### src/rtl/spi_fb_loader.sv
// spi_fb_loader: SPI mode-0 slave that streams pixels into the LCD framebuffer.
// The SPI pins are oversampled in clk_50mhz. Command bytes either set the write address
// or start a pixel stream that produces one framebuffer write per complete pixel.
// Optional feature macro: SPI_FB_RGB565_EN selects a 2-byte RGB565 pixel format instead of
// the default 3-byte R,G,B format (6 significant bits per byte).
module spi_fb_loader #(
    parameter int ADDR_W      = 14,
    parameter int SYNC_STAGES = 2
) (
    input  logic              clk_50mhz,
    input  logic              rst,
    input  logic              spi_clk,
    input  logic              spi_cs_n,
    input  logic              spi_mosi,
    output logic              fb_we,
    output logic [ADDR_W-1:0] fb_addr,
    output logic [17:0]       fb_wdata,
    output logic              frame_done,
    output logic              cmd_err
);

    typedef enum logic [2:0] {
        IDLE    = 3'd0,
        CMD     = 3'd1,
        ADDR_HI = 3'd2,
        ADDR_LO = 3'd3,
        PIX     = 3'd4,
        DISCARD = 3'd5
    } state_t;

    logic [SYNC_STAGES-1:0] sck_sync_q, csn_sync_q, mosi_sync_q;
    logic                   sck_s, csn_s, mosi_s, sck_rise_s;
    logic                   sck_prev_q;
    logic [7:0]             shift_q;
    logic [2:0]             bit_cnt_q;
    logic                   byte_valid_q;

    state_t                 state_q, state_d;
    logic [ADDR_W-1:0]      addr_q, addr_d;
    logic [1:0]             pix_cnt_q, pix_cnt_d;
    logic [5:0]             r_q, r_d, g_q, g_d;
    logic                   cmd_err_q, cmd_err_d;
    logic                   we_q, we_d;
    logic [ADDR_W-1:0]      fb_addr_q, fb_addr_d;
    logic [17:0]            wdata_q, wdata_d;
    logic                   frame_done_q, frame_done_d;

    // Equal-depth synchronizers so SCK, CS_N and MOSI keep their relative timing.
    always_ff @(posedge clk_50mhz or posedge rst) begin
        if (rst) begin
            sck_sync_q  <= {SYNC_STAGES{1'b0}};
            csn_sync_q  <= {SYNC_STAGES{1'b1}};
            mosi_sync_q <= {SYNC_STAGES{1'b0}};
        end else begin
            sck_sync_q  <= {sck_sync_q[SYNC_STAGES-2:0], spi_clk};
            csn_sync_q  <= {csn_sync_q[SYNC_STAGES-2:0], spi_cs_n};
            mosi_sync_q <= {mosi_sync_q[SYNC_STAGES-2:0], spi_mosi};
        end
    end

    assign sck_s      = sck_sync_q[SYNC_STAGES-1];
    assign csn_s      = csn_sync_q[SYNC_STAGES-1];
    assign mosi_s     = mosi_sync_q[SYNC_STAGES-1];
    assign sck_rise_s = sck_s & ~sck_prev_q;

    // Deserializer: shift MSB first on SCK rises while selected; flag a byte one cycle after the 8th bit.
    always_ff @(posedge clk_50mhz or posedge rst) begin
        if (rst) begin
            sck_prev_q   <= 1'b0;
            shift_q      <= 8'h00;
            bit_cnt_q    <= 3'd0;
            byte_valid_q <= 1'b0;
        end else begin
            sck_prev_q   <= sck_s;
            byte_valid_q <= 1'b0;
            if (csn_s || (state_q == IDLE)) begin
                // Deselect (or idle) drops any partial byte; a coincident SCK rise is lost.
                bit_cnt_q <= 3'd0;
            end else if (sck_rise_s) begin
                shift_q <= {shift_q[6:0], mosi_s};
                if (bit_cnt_q == 3'd7) begin
                    bit_cnt_q    <= 3'd0;
                    byte_valid_q <= 1'b1;
                end else begin
                    bit_cnt_q <= bit_cnt_q + 3'd1;
                end
            end
        end
    end

    // Command FSM next state plus address, pixel assembly and write-port next values.
    always_comb begin
        state_d      = state_q;
        addr_d       = addr_q;
        pix_cnt_d    = pix_cnt_q;
        r_d          = r_q;
        g_d          = g_q;
        cmd_err_d    = cmd_err_q;
        we_d         = 1'b0;
        fb_addr_d    = fb_addr_q;
        wdata_d      = wdata_q;
        frame_done_d = 1'b0;
        if (csn_s) begin
            state_d   = IDLE;
            pix_cnt_d = 2'd0;
        end else begin
            case (state_q)
                IDLE: begin
                    state_d   = CMD;
                    pix_cnt_d = 2'd0;
                end
                CMD: begin
                    if (byte_valid_q) begin
                        if (shift_q == 8'h01) begin
                            state_d   = ADDR_HI;
                            cmd_err_d = 1'b0;
                        end else if (shift_q == 8'h02) begin
                            state_d   = PIX;
                            pix_cnt_d = 2'd0;
                            cmd_err_d = 1'b0;
                        end else begin
                            state_d   = DISCARD;
                            cmd_err_d = 1'b1;
                        end
                    end else begin
                        state_d = CMD;
                    end
                end
                ADDR_HI: begin
                    if (byte_valid_q) begin
                        addr_d  = {shift_q[ADDR_W-9:0], addr_q[7:0]};
                        state_d = ADDR_LO;
                    end else begin
                        state_d = ADDR_HI;
                    end
                end
                ADDR_LO: begin
                    if (byte_valid_q) begin
                        addr_d[7:0] = shift_q;
                        state_d     = DISCARD;
                    end else begin
                        state_d = ADDR_LO;
                    end
                end
                PIX: begin
                    if (byte_valid_q) begin
`ifdef SPI_FB_RGB565_EN
                        if (pix_cnt_q == 2'd0) begin
                            // First byte: R5 and the top three bits of G6.
                            r_d       = {shift_q[7:3], shift_q[7]};
                            g_d       = {shift_q[2:0], 3'b000};
                            pix_cnt_d = 2'd1;
                        end else begin
                            we_d         = 1'b1;
                            fb_addr_d    = addr_q;
                            wdata_d      = {shift_q[4:0], shift_q[4], g_q[5:3], shift_q[7:5], r_q};
                            frame_done_d = (addr_q == {ADDR_W{1'b1}});
                            addr_d       = addr_q + {{(ADDR_W-1){1'b0}}, 1'b1};
                            pix_cnt_d    = 2'd0;
                        end
`else
                        case (pix_cnt_q)
                            2'd0: begin
                                r_d       = shift_q[5:0];
                                pix_cnt_d = 2'd1;
                            end
                            2'd1: begin
                                g_d       = shift_q[5:0];
                                pix_cnt_d = 2'd2;
                            end
                            default: begin
                                we_d         = 1'b1;
                                fb_addr_d    = addr_q;
                                wdata_d      = {shift_q[5:0], g_q, r_q};
                                frame_done_d = (addr_q == {ADDR_W{1'b1}});
                                addr_d       = addr_q + {{(ADDR_W-1){1'b0}}, 1'b1};
                                pix_cnt_d    = 2'd0;
                            end
                        endcase
`endif
                    end else begin
                        state_d = PIX;
                    end
                end
                DISCARD: begin
                    state_d = DISCARD;
                end
                default: begin
                    state_d = IDLE;
                end
            endcase
        end
    end

    // State, address, pixel holding registers and the registered write port.
    always_ff @(posedge clk_50mhz or posedge rst) begin
        if (rst) begin
            state_q      <= IDLE;
            addr_q       <= {ADDR_W{1'b0}};
            pix_cnt_q    <= 2'd0;
            r_q          <= 6'd0;
            g_q          <= 6'd0;
            cmd_err_q    <= 1'b0;
            we_q         <= 1'b0;
            fb_addr_q    <= {ADDR_W{1'b0}};
            wdata_q      <= 18'd0;
            frame_done_q <= 1'b0;
        end else begin
            state_q      <= state_d;
            addr_q       <= addr_d;
            pix_cnt_q    <= pix_cnt_d;
            r_q          <= r_d;
            g_q          <= g_d;
            cmd_err_q    <= cmd_err_d;
            we_q         <= we_d;
            fb_addr_q    <= fb_addr_d;
            wdata_q      <= wdata_d;
            frame_done_q <= frame_done_d;
        end
    end

    assign fb_we      = we_q;
    assign fb_addr    = fb_addr_q;
    assign fb_wdata   = wdata_q;
    assign frame_done = frame_done_q;
    assign cmd_err    = cmd_err_q;

endmodule

### config.mk
export PLATFORM = sky130hd
export DESIGN_NAME = spi_fb_loader
export DESIGN_NICKNAME = d
export VERILOG_FILES = /design/src/rtl/spi_fb_loader.sv
export SDC_FILE = /design/constraint.sdc
export NUM_CORES = 1
export LEC_CHECK = 0
export CORE_ASPECT_RATIO = 1.1
export CORE_MARGIN = 2
export CORE_UTILIZATION = 44
export CTS_CLUSTER_DIAMETER = 150
export DETAILED_ROUTE_END_ITERATION = 8
export PLACE_DENSITY = 0.76
export SYNTH_ARGS = -nofsm -noshare
export SYNTH_HDL_FRONTEND = slang
export SYNTH_SLANG_ARGS = --single-unit
### constraint.sdc
create_clock -name clk_50mhz -period 5.9 [get_ports clk_50mhz]
set_input_delay 1.18 -clock clk_50mhz [delete_from_list [all_inputs] [get_ports clk_50mhz]]
set_output_delay 1.18 -clock clk_50mhz [all_outputs]
set_load 0.02 [all_outputs]
==> impl_metrics.yaml, run 1 <==
detailed_routing:
  routed-via-count: 2550
  route.layer.met1.wl_um: 3140
  via_per_inst: 5.70
  drc: 0
  top_layer: "met4"
  dr.pass1.iters: 5
  totalWireLength_um: 7230
  met2RoutedLength_um: 3650
  dr_wl_met3_um: 335
  avgRoutedWirePerCell_um: 16.2
  ant_nets: 0
  drt_iter0_markers: 196
critical_path:
  crit_fanout: 33
  required_ns: 6.13
  cp.arrival_ns: 3.06
  end_kind: "flop"
  critPathLaunchType: "flop"
  crit_type: "reg2reg"
  rr_startpoint: "state_q[1]"
  crit_start: "state_q[1]"
logic_synthesis:
  synth.ff_latch_count: 85
  async_flop_share_pct: 100
  synth_cells: 300
  synth_top_area_share_pct: 55.2
  synth_area_leader_cell: "dfrtp_1"
  synth_area_leaders: "dfrtp_1 55%, mux2_2 8.7%, mux2_1 4.5%"
  yosysSeqAreaShare_pct: 56.6
  ys.flop_type: "dfrtp_1"
  synth_warnings: 0
  synth_fp_nets: 308
  synth_area_um2: 3760
  syn_area_per_cell_um2: 12.5
  synth-edff-count: 0
  synth_cell_type_count: 56
hold_path:
  min_from: "mosi_sync_q[0]"
  hold_path_class: "reg2reg"
power:
  swShare_pct: 26.1
  leakage_uw: 0.00196
  pwr-share-comb_pct: 6.3
  p_int_uw: 776
  ir_drop_uv: 146
  clkPwrFrac_pct: 32.3
  power_uw: 1050
  power.density_nw_per_um2: 241
  seqPwrFrac_pct: 61.4
  netSwitchingPower_uw: 274
cells_and_area:
  diodes: 0
  synthToLayoutAreaGrowth_pct: 15.7
  nFillCells: 724
  drive_above_1_share_pct: 18.8
  fin_cells: 447
  final_common_cell: "dfrtp_1"
  nets: 341
  final_cell_mix: "83 x dfrtp_1, 39 x clkdlybuf4s50_1, 29 x mux2_2"
cts:
  cts_buffer_depth: 2
  clk_latency_ns: 0.35
  cts-htree-levels: 3
  cts.clk_slew.worst_paths_ns: 0.08
  ctsResizeCount: 0
  holdBufCountCts: 0
  post-cts-setup-buffers: 0
  cts_num_sinks: 85
  tritoncts: "done"
  root_buffer: "clkbuf_8"
  cts_made_buffers: 9
placement:
  post-place-cells: 433
  gp_congestion: 0.899
  dp.final_hpwl_um: 4780
  io_buffer_count: 39
timing:
  worst_slew_pin_slew_ns: 1.04
  clock-skew-final_ns: 0.00809
  max_freq_ghz: 0.354
  setup_tns_ns: 0
  fin_crit_sh_pct: 47.9
  max_slew_margin_pct: 30.8
  min_period_ns: 2.83
  setup_viol: 0
  report.final.slew_viol_count: 0
  hold_violations: 0
  rsz0062_at_grt: "no"
global_route:
  grt.total_usage_pct: 16.5
  grt_pass1_vias: 2508
  grt_overflow_total: 0
  grt_max_degree: 86
  antenna_found_initial: 0
  grt_pass1_wl_um: 12000
run_status:
  status: "completed"
floorplanning:
  coreArea_um2: 8320
  num_rows: 35
  die_h_um: 101
  initial_core_util_pct: 45.2
  die_x_um: 92.1
  die_area_um2: 9300
  pin_count: 40
flow_run:
  max-cap-violations: 0
==> synth_stat cells, types with 3 or more instances <==
| cell | number |
|---|---|
| a21oi_1 | 17 |
| a22o_1 | 3 |
| a31oi_1 | 4 |
| buf_2 | 6 |
| buf_6 | 4 |
| clkbuf_1 | 9 |
| dfrtp_1 | 83 |
| ha_1 | 3 |
| inv_1 | 6 |
| mux2_1 | 15 |
| mux2_2 | 29 |
| mux2_4 | 6 |
| nand2_1 | 11 |
| nand2b_1 | 3 |
| nand3_1 | 11 |
| nand4_1 | 5 |
| nor2_1 | 9 |
| nor3_1 | 7 |
| nor4_1 | 3 |
| o21ai_0 | 14 |
| o22a_1 | 3 |
| o41ai_1 | 3 |
| or4_1 | 3 |
==> sequential cells by signal (all words and copies together) (netlist names), 3 cells and up <==
signal	cells
state_q	3
r_q	6
fb_addr	14
shift_q	8
fb_wdata	18
g_q	6
addr_q	14
bit_cnt_q	3
==> area by class of cell <==
| type | instances | area, um2 | share of cell area (%) |
|---|---|---|---|
| flip-flops and latches | 85 | 2130 | 49.0 |
| repair buffers | 42 | 413 | 9.49 |
| inverters | 7 | 27.5 | 0.633 |
| multi-input cells | 188 | 1490 | 34.2 |
| clock buffers | 9 | 124 | 2.85 |
| clock inverters | 5 | 30.0 | 0.690 |
| well taps | 111 | 139 | 3.19 |
==> metal layers <==
metal	global-route usage [%]	vias to the layer above
li1	-	1177
met1	21.0	1279
met2	27.7	82
met3	2.77	12
met4	7.69	0
met5	0	-
==> worst max-delay path, cell delays in order, from the launching register on <==
cell and delay (ns):
dfrtp_1 0.55, nand4bb_1 0.34, a21oi_2 0.66, nand2_2 0.16, inv_2 0.58, mux2_2 0.41
==> through the flow <==
stage | area, um2 | worst slack, ns | util [%] | hold slack, ns
2_1_floorplan | 3760 | 2.53 | - | 0.331
3_3_place_gp | 4200 | 3.26 | 50.4 | 0.332
3_5_place_dp | 4200 | 3.11 | 50.4 | 0.343
4_1_cts | 4350 | 3.09 | 52.3 | 0.354
5_1_grt | 4350 | 2.86 | 52.3 | 0.371
6_report | 4350 | 3.07 | 52.3 | 0.352
==> power by group through the flow <==
| stage | sequential [uW] | clock [uW] | combinational, uW |
|---|---|---|---|
| after CTS | 644 | 352 | 67.6 |
| after global routing | 648 | 374 | 75.7 |
| final | 645 | 339 | 66.4 |
| after global placement | 655 | 0 | 65.0 |
| after floorplan | 620 | 0 | 68.3 |
| after detailed placement | 655 | 0 | 67.2 |
==> cells by family after synthesis <==
family	Yosys count	share of synthesized area, %
flops	85	56.6
fa+ha+maj	3	0.998
simple gates	74	12.2
xor+xnor	1	0.233
buf+inv	27	3.79
compound gates	58	10.0
mux	52	16.1
==> worst paths after layout <==
kind / endpoint / slack, ns / cells past startpoint
worst max-delay path: fb_wdata[9] / 3.07 / 5
worst min-delay path: mosi_sync_q[1] / 0.35 / 0
worst max register to register: fb_wdata[9] / 3.07 / 5
worst min register to register: mosi_sync_q[1] / 0.35 / 0
max in group asynchronous: r_q[5] / 3.75 / 3
min in group asynchronous: mosi_sync_q[0] / 1.44 / 3
(Power assumes the default switching activity.)
==> run 2, diff against run 1 <==
--- a/config.mk
+++ b/config.mk
@@ -10,7 +10,7 @@
 export CORE_UTILIZATION = 44
 export CTS_CLUSTER_DIAMETER = 150
 export DETAILED_ROUTE_END_ITERATION = 8
-export PLACE_DENSITY = 0.76
+export PLACE_DENSITY = 0.78
 export SYNTH_ARGS = -nofsm -noshare
 export SYNTH_HDL_FRONTEND = slang
 export SYNTH_SLANG_ARGS = --single-unit
==> constraint.sdc (replaced) <==
create_clock -name clk_50mhz -period 2.38 [get_ports clk_50mhz]
set_input_delay 0.476 -clock clk_50mhz [delete_from_list [all_inputs] [get_ports clk_50mhz]]
set_output_delay 0.476 -clock clk_50mhz [all_outputs]
set_load 0.02 [all_outputs]
==> impl_metrics.yaml, run 2 (synthesized netlist as in run 1, its figures left out) <==
power:
  leakage_uw: 0.00203
  power_uw: 2730
  power.density_nw_per_um2: 610
  ir_drop_uv: 443
timing:
  min_period_ns: 2.06
  clock-skew-final_ns: 0.0125
  rsz0062_at_grt: "no"
  fin_worst_hold_slack_ns: 0.353
  hold_violations: 0
  max_slew_margin_pct: 62.7
  setup_tns_ns: 0
  report.final.slew_viol_count: 0
  setup_viol: 0
  fin_crit_sh_pct: 86.5
  max_freq_ghz: 0.486
  worst_slew_pin_slew_ns: 0.552
critical_path:
  rr_startpoint: "shift_q[5]"
  reg2reg_slack_ns: 0.32
  cp.arrival_ns: 2.31
  required_ns: 2.63
  crit_fanout: 8
  critPathLaunchType: "flop"
  reg2reg_to: "pix_cnt_q[0]"
  crit_type: "reg2reg"
  r2r_cells: 4
  end_kind: "flop"
global_route:
  grt_max_degree: 86
  grt_overflow_total: 0
  antenna_found_initial: 0
  grt.total_usage_pct: 17.6
  grt_pass1_vias: 2619
  grt_pass1_wl_um: 12800
cells_and_area:
  stdcell_area_um2: 4470
  synthToLayoutAreaGrowth_pct: 18.9
  final_cell_mix: "83 x dfrtp_1, 39 x clkdlybuf4s50_1, 29 x mux2_2"
  drive_above_1_share_pct: 21.3
  diodes: 0
  largest_register_ffs: 18
  final_common_cell: "dfrtp_1"
  fin_util_pct: 53.7
  nets: 350
hold_path:
  min_from: "sck_sync_q[0]"
  hold_path_depth: 0
  holdPathEnd: "sck_sync_q[1]"
  hold_path_class: "reg2reg"
detailed_routing:
  totalWireLength_um: 7510
  ant_nets: 0
  drc: 0
  avgRoutedWirePerCell_um: 16.4
  routed-via-count: 2560
  via_per_inst: 5.59
  dr.pass1.iters: 5
  drt_iter0_markers: 158
placement:
  dp.final_hpwl_um: 5070
  gp_congestion: 0.890
  io_buffer_count: 39
  placed_cell_area_um2: 4290
cts:
  cts-htree-levels: 3
  cts_num_sinks: 85
  clk_latency_ns: 0.37
  cts_buffer_depth: 2
  ctsResizeCount: 0
  cts.clk_slew.worst_paths_ns: 0.09
  tritoncts: "done"
  root_buffer: "clkbuf_8"
  holdBufCountCts: 0
  post-cts-setup-buffers: 0
  cts_made_buffers: 9
floorplanning:
  die_x_um: 92.1
  die_h_um: 101
  die_area_um2: 9300
  coreArea_um2: 8320
  pin_count: 40
  initial_core_util_pct: 45.2
  num_rows: 35
run_status:
  status: "completed"
flow_run:
  max-cap-violations: 0
run 2: cell types whose count changed in the layout (fill, tap and decap cells not counted), sizes merged:
cell	delta
inv	+3
buf	+9
clkinv	-1
run 2: power by group:
group / internal [uW] / total [uW] / switching, uW
registers: 1480 / 1560 / 78.7
logic: 100 / 225 / 125
clock network: 391 / 939 / 548
run 2: per-stage QoR:
step	std cells	setup slack, ns
after global placement	442	0.414
after detailed placement	442	0.329
after floorplan	300	0.515
after global routing	458	0.158
final	458	0.321
after CTS	458	0.312
run 2: layer usage:
metal  track usage, %  wire length, um  vias up
met1             22.3             3190     1287
met3             2.84              385       13
met2             30.1             3810       75
met5                0                0        -
li1                 -                -     1185
met4             7.58              121        0
run 2: worst max-delay path by stage:
| stage | start | endpoint | cells past startpoint | slack (ns) |
|---|---|---|---|---|
| final | shift_q[5] | pix_cnt_q[0] | 4 | 0.32 |
| after global routing | shift_q[5] | pix_cnt_q[0] | 4 | 0.16 |
| after CTS | shift_q[5] | pix_cnt_q[0] | 4 | 0.31 |
| after detailed placement | state_q[0] | fb_wdata[9] | 6 | 0.33 |
| after global placement | state_q[0] | g_q[0] | 3 | 0.41 |
| after floorplan | csn_sync_q[1] | fb_wdata[10] | 8 | 0.52 |
run 2: worst max-delay path, cell delays in order (launching register included):
cell,delay (ns)
dfrtp_1,0.53
or4_1,0.61
nor4bb_1,0.55
o21ai_0,0.17
o41ai_1,0.09
run 2: cell type report:
cell class	instances	area, um2
Timing Repair Buffer	51	505
Tap cell	111	139
Clock buffer	9	124
Multi-Input combinational cell	188	1490
Inverter	7	30.0
Clock inverter	7	56.3
Fill cell	703	3850
Sequential cell	85	2130
==> run 3, diff against run 2 <==
--- a/config.mk
+++ b/config.mk
@@ -6,9 +6,8 @@
 export NUM_CORES = 1
 export LEC_CHECK = 0
 export CORE_ASPECT_RATIO = 1.1
-export CORE_MARGIN = 2
 export CORE_UTILIZATION = 44
-export CTS_CLUSTER_DIAMETER = 150
+export CTS_CLUSTER_DIAMETER = 80
 export DETAILED_ROUTE_END_ITERATION = 8
 export PLACE_DENSITY = 0.78
 export SYNTH_ARGS = -nofsm -noshare
==> impl_metrics.yaml, run 3 (synthesized netlist as in run 1, its figures left out) <==
run_status:
  status: "completed"
floorplanning:
  coreArea_um2: 8320
  die_h_um: 99.0
  die_x_um: 90.1
  num_rows: 35
  die_area_um2: 8920
  initial_core_util_pct: 45.2
  pin_count: 40
power:
  swShare_pct: 27.0
  netSwitchingPower_uw: 721
  power.density_nw_per_um2: 602
  leakage_uw: 0.00200
  clkPwrFrac_pct: 34.0
  pwr-share-comb_pct: 6.3
  ir_drop_uv: 364
  p_int_uw: 1950
  power_uw: 2670
  seqPwrFrac_pct: 59.7
hold_path:
  min_from: "mosi_sync_q[0]"
  holdPathEnd: "mosi_sync_q[1]"
  hold_path_class: "reg2reg"
  hold_path_depth: 0
placement:
  gp_congestion: 0.905
  dp.final_hpwl_um: 4840
  post-place-cells: 438
  io_buffer_count: 39
cells_and_area:
  fin_cells: 453
  nets: 346
  diodes: 0
  synthToLayoutAreaGrowth_pct: 17.9
  largest_register_ffs: 18
  final_common_cell: "dfrtp_1"
  drive_above_1_share_pct: 20.2
  nFillCells: 727
  final_cell_mix: "83 x dfrtp_1, 39 x clkdlybuf4s50_1, 29 x mux2_2"
timing:
  fin_crit_sh_pct: 85.8
  clock-skew-final_ns: 0.0167
  hold_violations: 0
  report.final.slew_viol_count: 0
  setup_tns_ns: 0
  worst_slew_pin_slew_ns: 0.502
  max_freq_ghz: 0.490
  min_period_ns: 2.04
  max_slew_margin_pct: 66.3
  setup_viol: 0
  rsz0062_at_grt: "no"
critical_path:
  critPathLaunchType: "flop"
  crit_type: "reg2reg"
  required_ns: 2.62
  critical_path.top_delay_family: "simple AND/OR/NAND/NOR gates"
  reg2reg_to: "g_q[5]"
  cp.buffers_inverters: 0
  slowest_delay_ns: 0.63
  crit_fanout: 11
  cp_cell_sequence: "or3b_1 -> or4_1 -> mux2_4"
  end_kind: "flop"
  cpMaxStageDelayCell: "or4_1"
  rr_startpoint: "state_q[0]"
  cp.arrival_ns: 2.28
  reg2reg_slack_ns: 0.34
  r2r_cells: 3
cts:
  post-cts-setup-buffers: 0
  cts_made_buffers: 9
  cts_buffer_depth: 2
  root_buffer: "clkbuf_8"
  ctsResizeCount: 0
  cts_num_sinks: 85
  tritoncts: "done"
  holdBufCountCts: 0
  cts-htree-levels: 3
  clk_latency_ns: 0.36
  cts.clk_slew.worst_paths_ns: 0.08
global_route:
  grt_max_degree: 86
  grt_pass1_wl_um: 12200
  grt_overflow_total: 0
  antenna_found_initial: 0
  grt_pass1_vias: 2501
  grt.total_usage_pct: 17.5
detailed_routing:
  drc: 0
  via_per_inst: 5.52
  ant_nets: 0
  totalWireLength_um: 7140
  dr.pass1.iters: 4
  drt_iter0_markers: 138
  avgRoutedWirePerCell_um: 15.8
  routed-via-count: 2501
flow_run:
  max-cap-violations: 0
==> run 3: cell types whose count changed in the layout (fill, tap and decap cells not counted), sizes merged <==
cell / delta
clkinv: -2
buf: -4
clkinvlp: +1
==> run 3: metrics by stage <==
stage / cell area, um2 / hold slack [ns] / utilization [%] / worst slack, ns
3_3_place_gp: 4260 / 0.334 / 51.2 / 0.407
2_1_floorplan: 3760 / 0.331 / - / 0.515
5_1_grt: 4430 / 0.359 / 53.3 / 0.287
6_report: 4430 / 0.353 / 53.3 / 0.339
3_5_place_dp: 4260 / 0.335 / 51.2 / 0.356
4_1_cts: 4430 / 0.353 / 53.3 / 0.356
==> run 3: worst register-to-register path, cell delays in order, from the launching register on <==
cell and delay, ns:
dfrtp_1 0.50, or3b_1 0.43, or4_1 0.63, mux2_4 0.37
==> run 3: area by class of cell <==
cell class / count / area, um2 / area share [%]
Tap cell: 111 / 139 / 3.13
Multi-Input combinational cell: 188 / 1490 / 33.6
Timing Repair Buffer: 47 / 475 / 10.7
Sequential cell: 85 / 2130 / 48.1
Clock inverter: 6 / 46.3 / 1.04
Clock buffer: 9 / 124 / 2.80
Inverter: 7 / 30.0 / 0.678
==> run 3: worst max-delay path by stage <==
stage                   from      endpoint  slack (ns)  cells past startpoint
6_report          state_q[0]        g_q[5]        0.34                      3
2_1_floorplan  csn_sync_q[1]  fb_wdata[10]        0.52                      8
4_1_cts           state_q[0]        g_q[3]        0.36                      3
3_3_place_gp      state_q[0]        g_q[2]        0.41                      3
3_5_place_dp      state_q[0]        g_q[3]        0.36                      3
5_1_grt           state_q[0]        g_q[3]        0.29                      3
==> run 3: routing by layer <==
metal / global-route usage [%] / routed length (um)
met1: 22.3 / 3190
met2: 28.9 / 3600
met3: 2.78 / 203
met4: 9.31 / 141
met5: 0 / 0
==> run 3: power by group through the flow <==
stage / Sequential [uW] / Combinational (uW) / Clock [uW]
finish: 1590 / 169 / 906
global route: 1600 / 189 / 1010
CTS: 1590 / 172 / 934
detailed placement: 1620 / 171 / 0
global placement: 1620 / 164 / 0
floorplan: 1540 / 170 / 0
==> edit (settings of run 2) <==
The option `SPI_FB_RGB565_EN` is turned on by a define.
--- a/src/rtl/spi_fb_loader.sv
+++ b/src/rtl/spi_fb_loader.sv
@@ -4,4 +4,6 @@
 // Optional feature macro: SPI_FB_RGB565_EN selects a 2-byte RGB565 pixel format instead of
 // the default 3-byte R,G,B format (6 significant bits per byte).
+`define SPI_FB_RGB565_EN
+
 module spi_fb_loader #(
     parameter int ADDR_W      = 14,
Behaviour: same outputs for any inputs over 10 cycles, from zero or initial values and one cycle with rst high; that may be too few to reach the edited logic, so the function may still have changed.
==> edit against run 2 <==
- sequential share of layout area fell by 0.12 points
- setup slack worse by 0.026 ns
- total power down 6.7%
- utilization rose by 1.0 points
- sequential power fell by 8%
- sequential cell count shrank 7
- wire length fell by 11%
- highest routed layer unchanged
- cell area decreased by 8.0%
- area after synthesis fell by 8.4%
- clock power shrank 2.7%
==> edit: results (changes against run 2) <==
- Sum of routed wire length over all layers: 6661 µm (-11%)
- Depth of the worst register-to-register path: 3 (-1)
- Leading post-synthesis cells by cell area: dfrtp_1 (55%), mux2_2 (15%), a21oi_1 (2.9%)
- Cell internal power dissipation: 0.001886 W (-4.5%)
- Arithmetic-cell share of the synthesized area counting full adders, half adders and majority gates: 1.089% (+0.091 points)
- Met2 Track Usage GR: 24.93% (-5.2 points)
- Number of flip-flops under the largest register name: 16 (-2)
- Destination of the worst register-to-register timing path: r_q[3]
- Crit path max-delay cell type: or3_1
- Library cells used by synthesis: 50 (-11%)
- Highest cell delay on the worst timing path: 0.56 ns (-0.05 ns)
- Pin count of the biggest net entering global routing: 79 (-8.1%)
- Hold EP: csn_sync_q[1]
- Xor/xnor share of the synthesized area: 0.2542% (+0.021 points)
- Wire length on met2: 3099 µm (-19%)
- Peak fanout along the critical path: 15 (+7)
- Sequential share of power: 56.7% (-0.6 points)
- Total global-route track usage: 17.22% (-0.39 points)
- Met1 routing resource usage after global routing: 24.69% (+2.4 points)
- Predominant post-synthesis flop cell: dfrtp_1
- GPL Wtd Cong: 0.8695 (-2.3%)
- Start point of the worst hold path: csn_sync_q[0]
- Leakage power summed over all cells: 1.810 nW (-11%)
- Met3 GRT Util: 4.522% (+1.7 points)
- Met1 wire length: 3085 µm (-3.4%)
- Number of filler instances in the final layout: 664 (-5.5%)
- Number of nets in the final layout: 332 (-5.1%)
- Source-to-sink clock delay at the later pin of the worst-skew pair: 0.34 ns (-0.03 ns)
- Worst slew margin relative to its limit: 59.57% (-3.1 points)
- Metal3 WL: 326 µm (-15%)
- VDD IR-drop max: 0.3986 mV (-10%)
- Sequential share of the synthesized area: 56.72% (+0.079 points)
- Run status: complete, no violations
- R2R Setup Slk: 0.29 ns (-0.03 ns)
- Post-detailed-placement half-perimeter wirelength: 4505 µm (-11%)
- Fraction of layout instances using a drive strength above 1: 23.10% (+1.8 points)
- Starting DRT DRC Count: 128 (-19%)
- Worst clock skew: 0.006276 ns (-0.006251 ns)
-- edit: stage by stage --
| stage | util (%) | area [µm²] | std cells | power, W | worst slack (ns) |
|---|---|---|---|---|---|
| after floorplan | - | 3450 | 288 | 0.001583 | 0.5933 |
| after global placement | 52.28 | 3929 | 418 | 0.001647 | 0.3743 |
| after detailed placement | 52.28 | 3929 | 418 | 0.001660 | 0.2957 |
| after CTS | 54.75 | 4114 | 434 | 0.002579 | 0.2849 |
| after global routing | 54.75 | 4114 | 434 | 0.002659 | 0.2226 |
| final | 54.75 | 4114 | 434 | 0.002542 | 0.2947 |
-- edit: layout make-up --
cell class,instances,area [µm²],share of cell area [%]
multi-input combinational,184,1369,33.27
clock buffer,11,151.4,3.680
timing repair buffer,45,447.9,10.89
tap,105,131.4,3.193
inverter,6,26.28,0.6387
clock inverter,5,33.78,0.8212
sequential,78,1954,47.51
